[src/rtl/pattern_fetcher.sv]
// In-order stream fetcher: issues tagged word reads over a contiguous region,
// absorbs out-of-order tagged responses and emits words in address order.
module pattern_fetcher #(
  parameter int ADDR_WIDTH = 48,
  parameter int DATA_WIDTH = 64,
  parameter int LEN_WIDTH  = 32,
  parameter int TAG_COUNT  = 4,
  parameter int TAG_WIDTH  = $clog2(TAG_COUNT),
  parameter int WORD_BYTES = 8
) (
  input  logic                  clk,
  input  logic                  rst,
  input  logic                  start,
  input  logic [ADDR_WIDTH-1:0] start_addr,
  input  logic [LEN_WIDTH-1:0]  word_count,
  output logic                  req,
  output logic [TAG_WIDTH-1:0]  req_tag,
  output logic [ADDR_WIDTH-1:0] req_addr,
  input  logic                  req_stall,
  input  logic                  push,
  input  logic [TAG_WIDTH-1:0]  push_tag,
  input  logic [DATA_WIDTH-1:0] push_data,
  output logic                  out_valid,
  output logic [DATA_WIDTH-1:0] out_data,
  input  logic                  out_ready,
  output logic                  busy,
  output logic                  done,
  output logic                  err
);

  localparam int SHIFT = $clog2(WORD_BYTES);

  typedef enum logic {IDLE, RUN} state_t;
  typedef enum logic [1:0] {SLOT_FREE, SLOT_PENDING, SLOT_FULL} slot_t;

  state_t                state;
  slot_t                 slot_st   [TAG_COUNT];
  logic [DATA_WIDTH-1:0] slot_data [TAG_COUNT];
  logic [ADDR_WIDTH-1:0] base_addr;
  logic [LEN_WIDTH-1:0]  total;
  logic [LEN_WIDTH-1:0]  issue_cnt;
  logic [LEN_WIDTH-1:0]  pop_cnt;
  logic [TAG_WIDTH-1:0]  head;
  logic [TAG_WIDTH-1:0]  next_tag;
  logic                  issue;
  logic                  pop;
  logic                  push_ok;

  // Tags are handed out in order, so the slot at head is always the oldest word.
  assign issue    = (state == RUN) && (issue_cnt < total) &&
                    (slot_st[next_tag] == SLOT_FREE) && !req_stall;
  assign req      = issue;
  assign req_tag  = issue ? next_tag : '0;
  assign req_addr = issue ? base_addr + (ADDR_WIDTH'(issue_cnt) << SHIFT) : '0;

  // Output stream: a word transfers on a cycle where out_valid and out_ready
  // are both high; out_valid never drops and out_data never changes until then.
  assign out_valid = (slot_st[head] == SLOT_FULL);
  assign out_data  = slot_data[head];
  assign pop       = out_valid && out_ready;
  assign push_ok   = push && (slot_st[push_tag] == SLOT_PENDING);
  assign busy      = (state == RUN);

  always_ff @(posedge clk or posedge rst) begin
    if (rst) begin
      state     <= IDLE;
      base_addr <= '0;
      total     <= '0;
      issue_cnt <= '0;
      pop_cnt   <= '0;
      head      <= '0;
      next_tag  <= '0;
      done      <= 1'b0;
      err       <= 1'b0;
      for (int i = 0; i < TAG_COUNT; i++) begin
        slot_st[i]   <= SLOT_FREE;
        slot_data[i] <= '0;
      end
    end else begin
      done <= 1'b0;
      if (push && !push_ok) err <= 1'b1;
      // Issue, push and pop each require a distinct slot state, so they never collide.
      if (push_ok) begin
        slot_data[push_tag] <= push_data;
        slot_st[push_tag]   <= SLOT_FULL;
      end
      if (issue) begin
        slot_st[next_tag] <= SLOT_PENDING;
        next_tag          <= next_tag + 1'b1;
        issue_cnt         <= issue_cnt + 1'b1;
      end
      if (pop) begin
        slot_st[head] <= SLOT_FREE;
        head          <= head + 1'b1;
        pop_cnt       <= pop_cnt + 1'b1;
      end
      case (state)
        IDLE: begin
          if (start) begin
            base_addr <= start_addr;
            total     <= word_count;
            issue_cnt <= '0;
            pop_cnt   <= '0;
            head      <= '0;
            next_tag  <= '0;
            if (word_count == '0) done  <= 1'b1;
            else                  state <= RUN;
          end
        end
        RUN: begin
          if (pop && (pop_cnt + 1'b1 == total)) begin
            done  <= 1'b1;
            state <= IDLE;
          end
        end
        default: state <= IDLE;
      endcase
    end
  end

endmodule

[config.mk]
export PLATFORM = sky130hd
export DESIGN_NAME = pattern_fetcher
export DESIGN_NICKNAME = d
export VERILOG_FILES = /design/src/rtl/pattern_fetcher.sv
export SDC_FILE = /design/constraint.sdc
export NUM_CORES = 1
export LEC_CHECK = 0
export BUFFER_PORTS_ARGS = -buffer_cell sky130_fd_sc_hd__buf_2
export CAP_MARGIN = 20
export CORE_ASPECT_RATIO = 1.2
export CORE_MARGIN = 1
export CORE_UTILIZATION = 40
export CTS_CLUSTER_SIZE = 30
export DETAILED_ROUTE_END_ITERATION = 8
export PLACE_DENSITY = 0.68
export SYNTH_ARGS = -nofsm -noshare
export SYNTH_HDL_FRONTEND = slang
export SYNTH_SLANG_ARGS = --single-unit
[constraint.sdc]
create_clock -name clk -period 19.7 [get_ports clk]
set_clock_uncertainty 0.05 [all_clocks]
set_input_delay 2.955 -clock clk [delete_from_list [all_inputs] [get_ports clk]]
set_output_delay 2.955 -clock clk [all_outputs]
set_load 0.05 [all_outputs]
---- After elaboration in Yosys (flattened, before gate mapping) ----
Cells that the tools add are included.
W data, S select, Z words.
storage, ports and cells
  register bits after elaboration ......... 415
  latch bits .............................. 0
  memory bits (writable) .................. 0
  ROM bits ................................ 0
  input bits .............................. 152
  output and inout bits ................... 119
  word-level logic and storage cells ...... 105
  memories ................................ 0
cells by class
  $add $sub $neg .......................... 5
  multipliers ............................. 0
  divide/modulo/power cells ............... 0
  $lt $le $gt $ge ......................... 7
  equality and inequality tests ........... 3
  shifts and indexed selects .............. 0
  mux-type cells .......................... 46
  bitwise logic cells ..................... 12
  reductions and logical operators ........ 15
operators with widths
  cell                     number
  $bwmux W256              1
  $mux W32                 6
  $mux W64                 3
  $bmux W64 S2             1
  $demux W64 S2            1
  $add A32 B1 Y32 const B  2
  $add A48 B35 Y48         1
  $mux W48                 1
  $eq A32 B32 Y1           1
  $logic_not A32 Y1        1
  $lt A32 B32 Y1           1
  $mux W2                  16
  $mux W8                  3
  $bmux W2 S2              3
  $demux W2 S2             3
  $logic_and A1 B1 Y1      10
  $ge A3 B3 Y1 const B     3
  $lt A3 B1 Y1 const B     3
  $not A2 Y3               3
  $and A4 B4 Y4            2
  $and A8 B8 Y8            1
  $not A4 Y4               2
  $not A8 Y8               1
  $or A4 B4 Y4             2
  other kinds (9)          17

---- Depth between registers and ports, before layout ----
Gate-level depths: netlist (run 1).
  depth in word-level cells ............... 12
  depth in mapped cells ................... 13
  mapped depth without buffers ............ 11

---- Worst setup path before layout (run 1) ----
Ideal clock, no wire load.
  path kind ............................... in2out
  start point ............................. in req_stall
  end point ............................... out req_addr[9]
  data arrival time ....................... 5.248 ns
  slack ................................... 11.447 ns
  cell stages on the path ................. 7
  buffers on the path ..................... 3
  cells stage by stage .................... or4_1 > o31ai_1 > a21oi_1 > buf_2 > buf_2 > buf_2 > nor3b_1
on the way
  longest elaborated chain between the ends .. 3
ends and longest elaborated chain
  what                 RTL line  source
  from (decl)          19        input logic req_stall,
  $logic_not A1 Y1     51        (slot_st[next_tag] == SLOT_FREE) && !req_stall;
  $logic_and A1 B1 Y1  51
  $mux W48             54        assign req_addr = issue ? base_addr + (ADDR_WIDTH'(issue_cnt) << SHIFT) : '0;
  to (decl)            18        output logic [ADDR_WIDTH-1:0] req_addr,
Every way passes these cells.

---- Worst setup path in the final report (run 1) ----
  start point ............................. in req_stall
  end point ............................... out req_addr[33]
The elaborated chain is that of the path after synthesis.

==> flow_summary.yaml, run 1 <==
status:
  outcome: "complete, no violations"
cts:
  ctsHoldBuffers: 0
  clkLatencyLatePin_ps: 600
  post-cts-setup-buffer-count: 0
  cts_tree: "done"
  clk_path_buf_depth: 3
  ctsHtreeMaxLevel: 2
  clk_pin_slew_ps: 60
  cts_root_buffer: "clkbuf_16"
  cts_sinks: 415
  cts-resized-gates: 0
  cts_made_buffers: 46
sta:
  maxSlewHeadroom_pct: 27.2
  finalHoldViolCount: 0
  final-max-slew-violation-count: 0
  period_share_pct: 40.0
  rsz0062_at_grt: "false"
  whs_ps: 426
  min_period_ps: 7880
  fin_tns_setup_ps: 0
  tightestPinTransition_ps: 1090
  setup_violations: 0
  max_freq_ghz: 0.127
  setup_slack_ps: 11820
synth:
  yosysSeqAreaShare_pct: 47.3
  synth_top_area_share_pct: 47.3
  synth_fa_ha_area_share_pct: 4.25
  synth_nets: 2192
  synth-simple-area-share_pct: 12.8
  synthesis.area_um2: 21900
  synth_warnings: 0
  ys_types: 78
  netlist_instances: 1966
  muxShareOfSynthArea_pct: 20.3
  synth_compound_area_share_pct: 7.86
  synth-edff-count: 0
  yosysTopAreaCell: "dfrtp_1"
  synth_top_family_by_area: "multiplexers"
  synth_commonest_cells: "415 x dfrtp_1, 261 x nand2_1, 256 x mux2_2"
  synth_seq_cells: 415
  syn_area_per_cell_um2: 11.2
  ys_top_cells_by_area: "dfrtp_1 47%, mux2_2 13%, mux4_2 6.8%"
  synth.most_common_cell: "dfrtp_1"
  async_flop_share_pct: 100
  synth_xor_area_share_pct: 4.47
  ys.flop_type: "dfrtp_1"
place:
  dp_hpwl_mm: 42.6
  place.gp.congestion: 0.924
  dp_slack_ps: 11830
  portBuffers: 270
power_and_ir_drop:
  p_leak_nw: 11.7
  peakVddDrop_uv: 159
  p_per_area_nw_per_um2: 158
min_path:
  hold_class: "flip-flop to flip-flop"
  holdCritStartpoint: "base_addr[0]$_DFFE_PP0P_"
final_layout:
  final_nets: 2426
  syn_to_final_growth_pct: 17.1
  multiInputGateArea_um2: 11000
  num-fill-cells: 4913
  layout-drive-gt1-share_pct: 32.4
  seq_area_um2: 10400
global_routing:
  grt_max_degree: 95
  grt_pass1_wl_mm: 95.6
  grt_pass1_vias: 17200
  antenna_found_initial: 16
  gr-total-overflow: 0
  grt.total_usage_pct: 21.9
setup_path:
  cp.arrival_ps: 4870
  path_common_cell: "buf_2"
  crit_path_end_kind: "output pin"
  cp-startpoint: "req_stall"
  r2r_start: "head[1]$_DFF_PP0_"
  path_cells: "buf_2 > or4_1 > o31ai_1 > a21oi_4 > clkinv_1 > buf_4 > o21ai_0 > a21oi_1 > buf_2"
  critPathMaxFanout: 35
  crit_required_ps: 16700
  cp-start-kind: "input port"
  slowest_stage: "or4_1"
  max_stage_delay_ps: 520
  worstSetupPathType: "input port to output pin"
route:
  num_vias: 16400
  ant_nets: 0
  wl_per_cell_um: 20.6
  viasPerCell: 5.56
  routed_wl_mm: 60.9
  drc: 0
  drt_iter0_drc: 1272
  dr.pass1.iters: 5
floorplanning:
  rows: 93
  die_y_um: 259
  die_area_um2: 55800
  start_util_pct: 40.6
  top_level_ports: 271
  core_area_um2: 54000
  die_x_um: 216
run:
  cap_violations: 0
-- cell families (layout without fill, tap and decap cells) --
family	after synthesis	count (layout)
AND/OR/NAND/NOR	589	589
AO/OA/AOI/OAI	277	277
flip-flops	415	415
buffers and inverters	168	438
multiplexers	331	331
other	0	3
XOR/XNOR	112	112
adder cells (fa/ha/maj)	74	74
-- registers in the layout, indices dropped and copies added, names as in the netlist --
signal     count
pop_cnt       32
issue_cnt     32
head           2
total         32
next_tag       2
base_addr     48
slot_data    256
err            1
slot_st        8
busy           1
done           1
-- routing by layer --
metal	wire length, um	vias up	global-route usage (%)
li1	-	7491	-
met3	4590	122	6.06
met2	30200	474	37.6
met5	150	-	0
met1	24300	8287	26.5
met4	1710	24	7.03
-- per-stage QoR --
step	instance area (um2)	instances	util [%]	total power, mW
final	25700	2951	47.6	4.07
after detailed placement	24000	2860	44.4	3.16
after global routing	25700	2949	47.6	4.27
after CTS	25600	2944	47.4	4.10
after global placement	24000	2860	44.4	3.10
after floorplan	21900	1966	-	2.71
-- power breakdown --
part	switching (mW)	internal, mW	leakage [nW]
Combinational	1.16	0.646	5.83
Clock	0.369	0.556	0.806
Sequential	0.189	1.15	5.10
-- cell usage in the layout (no fill, tap or decap), types with 6 or more instances in the layout --
| cell type | Yosys | routed |
|---|---|---|
| and2_1 | 15 | 15 |
| mux2i_1 | 9 | 9 |
| and4_1 | 8 | 8 |
| xnor2_1 | 61 | 61 |
| a21oi_1 | 83 | 82 |
| clkbuf_1 | 66 | 7 |
| clkbuf_8 | 0 | 8 |
| a2111oi_0 | 10 | 10 |
| mux2_2 | 256 | 256 |
| or4_1 | 10 | 10 |
| mux4_2 | 66 | 66 |
| or3_1 | 18 | 18 |
| nand4_1 | 31 | 31 |
| o31ai_1 | 8 | 8 |
| clkinv_2 | 0 | 9 |
| ha_1 | 73 | 73 |
| nor3_1 | 15 | 14 |
| nor4_1 | 15 | 15 |
| clkbuf_16 | 0 | 46 |
| o211ai_1 | 11 | 11 |
| o21ai_0 | 88 | 88 |
| o21a_1 | 8 | 8 |
| and3_1 | 18 | 18 |
| nor2_1 | 108 | 107 |
| nand3_1 | 31 | 30 |
| bufinv_16 | 0 | 7 |
| nand2_1 | 261 | 259 |
| nor2b_1 | 12 | 11 |
| a211o_1 | 6 | 6 |
| inv_1 | 59 | 58 |
| nand2b_1 | 13 | 13 |
| buf_2 | 15 | 270 |
| dfrtp_1 | 415 | 413 |
| nand4b_1 | 6 | 6 |
| a21o_1 | 20 | 20 |
| a211oi_1 | 9 | 9 |
| xor2_1 | 51 | 51 |
| nor3b_1 | 6 | 6 |
| buf_4 | 1 | 19 |
-- critical path: cells and delay by family --
family | cells | cell delay (ps)
buffers and inverters | 4 | 890
AND/OR/NAND/NOR | 1 | 520
AO/OA/AOI/OAI | 4 | 480
-- worst paths after layout --
kind                            cells past startpoint  slack (ps)                    endpoint
worst min-delay path                                2         430    base_addr[0]$_DFFE_PP0P_
worst max-delay path                                9       11820                req_addr[33]
min in group asynchronous                           2        2430   slot_data[69]$_DFFE_PP0P_
max in group asynchronous                           7       14740  slot_data[158]$_DFFE_PP0P_
worst min register to register                      2         430    base_addr[0]$_DFFE_PP0P_
worst max register to register                     10       15980              done$_DFF_PP0_
-- final cells by class --
type	instances	area share, %
Clock inverter	23	1.35
Clock buffer	61	5.01
Inverter	61	0.920
Timing Repair Buffer	293	6.18
Tap cell	712	3.47
Multi-Input combinational cell	1383	42.6
Sequential cell	415	40.4
Antenna cell	3	0.0292
Note: power is estimated with default switching activity, not from simulation.
==> inputs of run 2 (changes only) <==
clock period = 7.3 ns   (was 19.7 ns; I/O delays follow)
==> flow_summary.yaml, run 2 (synthesis results as in run 1) <==
power_and_ir_drop:
  p_per_area_nw_per_um2: 424
  swShare_pct: 42.9
  pwr-share-seq_pct: 33.3
  switchingPower_mw: 4.63
  peakVddDrop_uv: 372
  clkPwrFrac_pct: 21.1
  internal_power_mw: 6.15
  p_leak_nw: 11.6
  power_frac_comb_pct: 45.6
global_routing:
  gr-total-overflow: 0
  grt.total_usage_pct: 21.5
  met1_usage_pct: 26.2
  grtUsageMet2_pct: 36.6
  grt_max_degree: 193
  grt_pass1_vias: 16900
  met3_usage_pct: 6.31
  antenna_found_initial: 12
  top_usage_layer: "met2"
  grt_pass1_wl_mm: 94.4
final_layout:
  top_register: "slot_data"
  final_cell_mix: "413 x dfrtp_1, 270 x buf_2, 259 x nand2_1"
  final_nets: 2419
  layout-drive-gt1-share_pct: 32.1
  finalNonFillerCells: 2940
  largest_register_ffs: 256
  largestRegisters: "slot_data: 256 flops, base_addr: 48 flops"
  final_common_cell: "dfrtp_1"
  syn_to_final_growth_pct: 16.0
  final_util_pct: 47.1
  num-fill-cells: 4968
sta:
  tightestPinTransition_ps: 1090
  fin_tns_setup_ps: 0
  maxSlewHeadroom_pct: 27.6
  final-max-slew-violation-count: 0
  min_period_ps: 5330
  finalHoldViolCount: 0
  setup_slack_ps: 1970
  period_share_pct: 73.1
  rsz0062_at_grt: "false"
  setup_violations: 0
  max_freq_ghz: 0.187
place:
  dp_slack_ps: 2570
  placedCellCount: 2858
  portBuffers: 270
  dp_hpwl_mm: 42.2
  place.gp.congestion: 0.937
route:
  wl_per_cell_um: 20.3
  viasPerCell: 5.52
  dr.pass1.iters: 5
  num_vias: 16200
  routed_wl_mm: 59.7
  ant_nets: 0
  drc: 0
  drt_iter0_drc: 1021
setup_path:
  crit_required_ps: 6150
  cp-start-kind: "flip-flop"
  worstSetupPathType: "flip-flop to output pin"
  cp.arrival_ps: 4190
  critPathMaxFanout: 13
  crit_path_end_kind: "output pin"
cts:
  cts-resized-gates: 0
  clkLatencyLatePin_ps: 570
  clk_pin_slew_ps: 60
  clk_path_buf_depth: 3
  cts_sinks: 415
  ctsHtreeMaxLevel: 2
  cts_made_buffers: 45
  post-cts-setup-buffer-count: 0
  cts_tree: "done"
  cts_root_buffer: "clkbuf_16"
  ctsHoldBuffers: 0
floorplanning:
  die_y_um: 259
  start_util_pct: 40.6
  core_area_um2: 54000
  rows: 93
  die_area_um2: 55800
  die_x_um: 216
  top_level_ports: 271
status:
  outcome: "complete, no violations"
run:
  cap_violations: 0
min_path:
  hold_class: "flip-flop to flip-flop"
run 2: metrics by stage:
step                hold WS [ps]  instance area (um2)  power [mW]
finish                       421                25400        10.8
global route                 463                25400        11.3
CTS                          428                25400        10.9
detailed placement           413                24000        8.56
global placement             409                24000        8.40
floorplan                    387                21900        7.32
run 2: final cells by class:
| class | count | area [um2] | share of cell area [%] |
|---|---|---|---|
| timing repair buffer | 287 | 1500 | 5.91 |
| clock buffer | 62 | 1290 | 5.07 |
| antenna | 2 | 5.00 | 0.0197 |
| sequential | 415 | 10400 | 40.8 |
| inverter | 61 | 233 | 0.914 |
| multi-input combinational | 1383 | 11000 | 43.0 |
| tap | 712 | 891 | 3.50 |
| clock inverter | 18 | 183 | 0.718 |
run 2: layer usage:
layer	vias to the layer above	share of wire [%]
li1	7480	-
met1	8166	40
met2	444	49
met3	108	7.4
met4	18	2.8
met5	-	0.18
run 2: power by group through the flow:
stage	Combinational, mW	Sequential [mW]	Clock, mW
after floorplan	3.90	3.42	0
after global placement	4.86	3.54	0
after detailed placement	4.93	3.63	0
after CTS	4.95	3.59	2.34
after global routing	5.19	3.70	2.42
final	4.91	3.59	2.28
run 2: final timing paths:
| check | slack [ps] | from | cells after the start | to |
|---|---|---|---|---|
| min reg2reg | 420 | base_addr[2]$_DFFE_PP0P_ | 2 | base_addr[2]$_DFFE_PP0P_ |
| min in group asynchronous | 480 | rst | 2 | slot_data[4]$_DFFE_PP0P_ |
| min | 420 | base_addr[2]$_DFFE_PP0P_ | 2 | base_addr[2]$_DFFE_PP0P_ |
| max reg2reg | 3600 | head[1]$_DFF_PP0_ | 10 | done$_DFF_PP0_ |
| max | 1970 | issue_cnt[0]$_DFF_PP0_ | 12 | req_addr[45] |
| max in group asynchronous | 5350 | rst | 3 | slot_data[170]$_DFFE_PP0P_ |
run 2: critical path: stages, from the launching register on:
cell and delay (ps):
dfrtp_1 450, ha_1 230, inv_1 60, fa_1 400
nand2b_1 190, a21oi_1 290, o21ai_1 210, a211o_1 340
a21o_1 190, a31o_2 310, or4_1 510, a21oi_1 150
buf_2 300
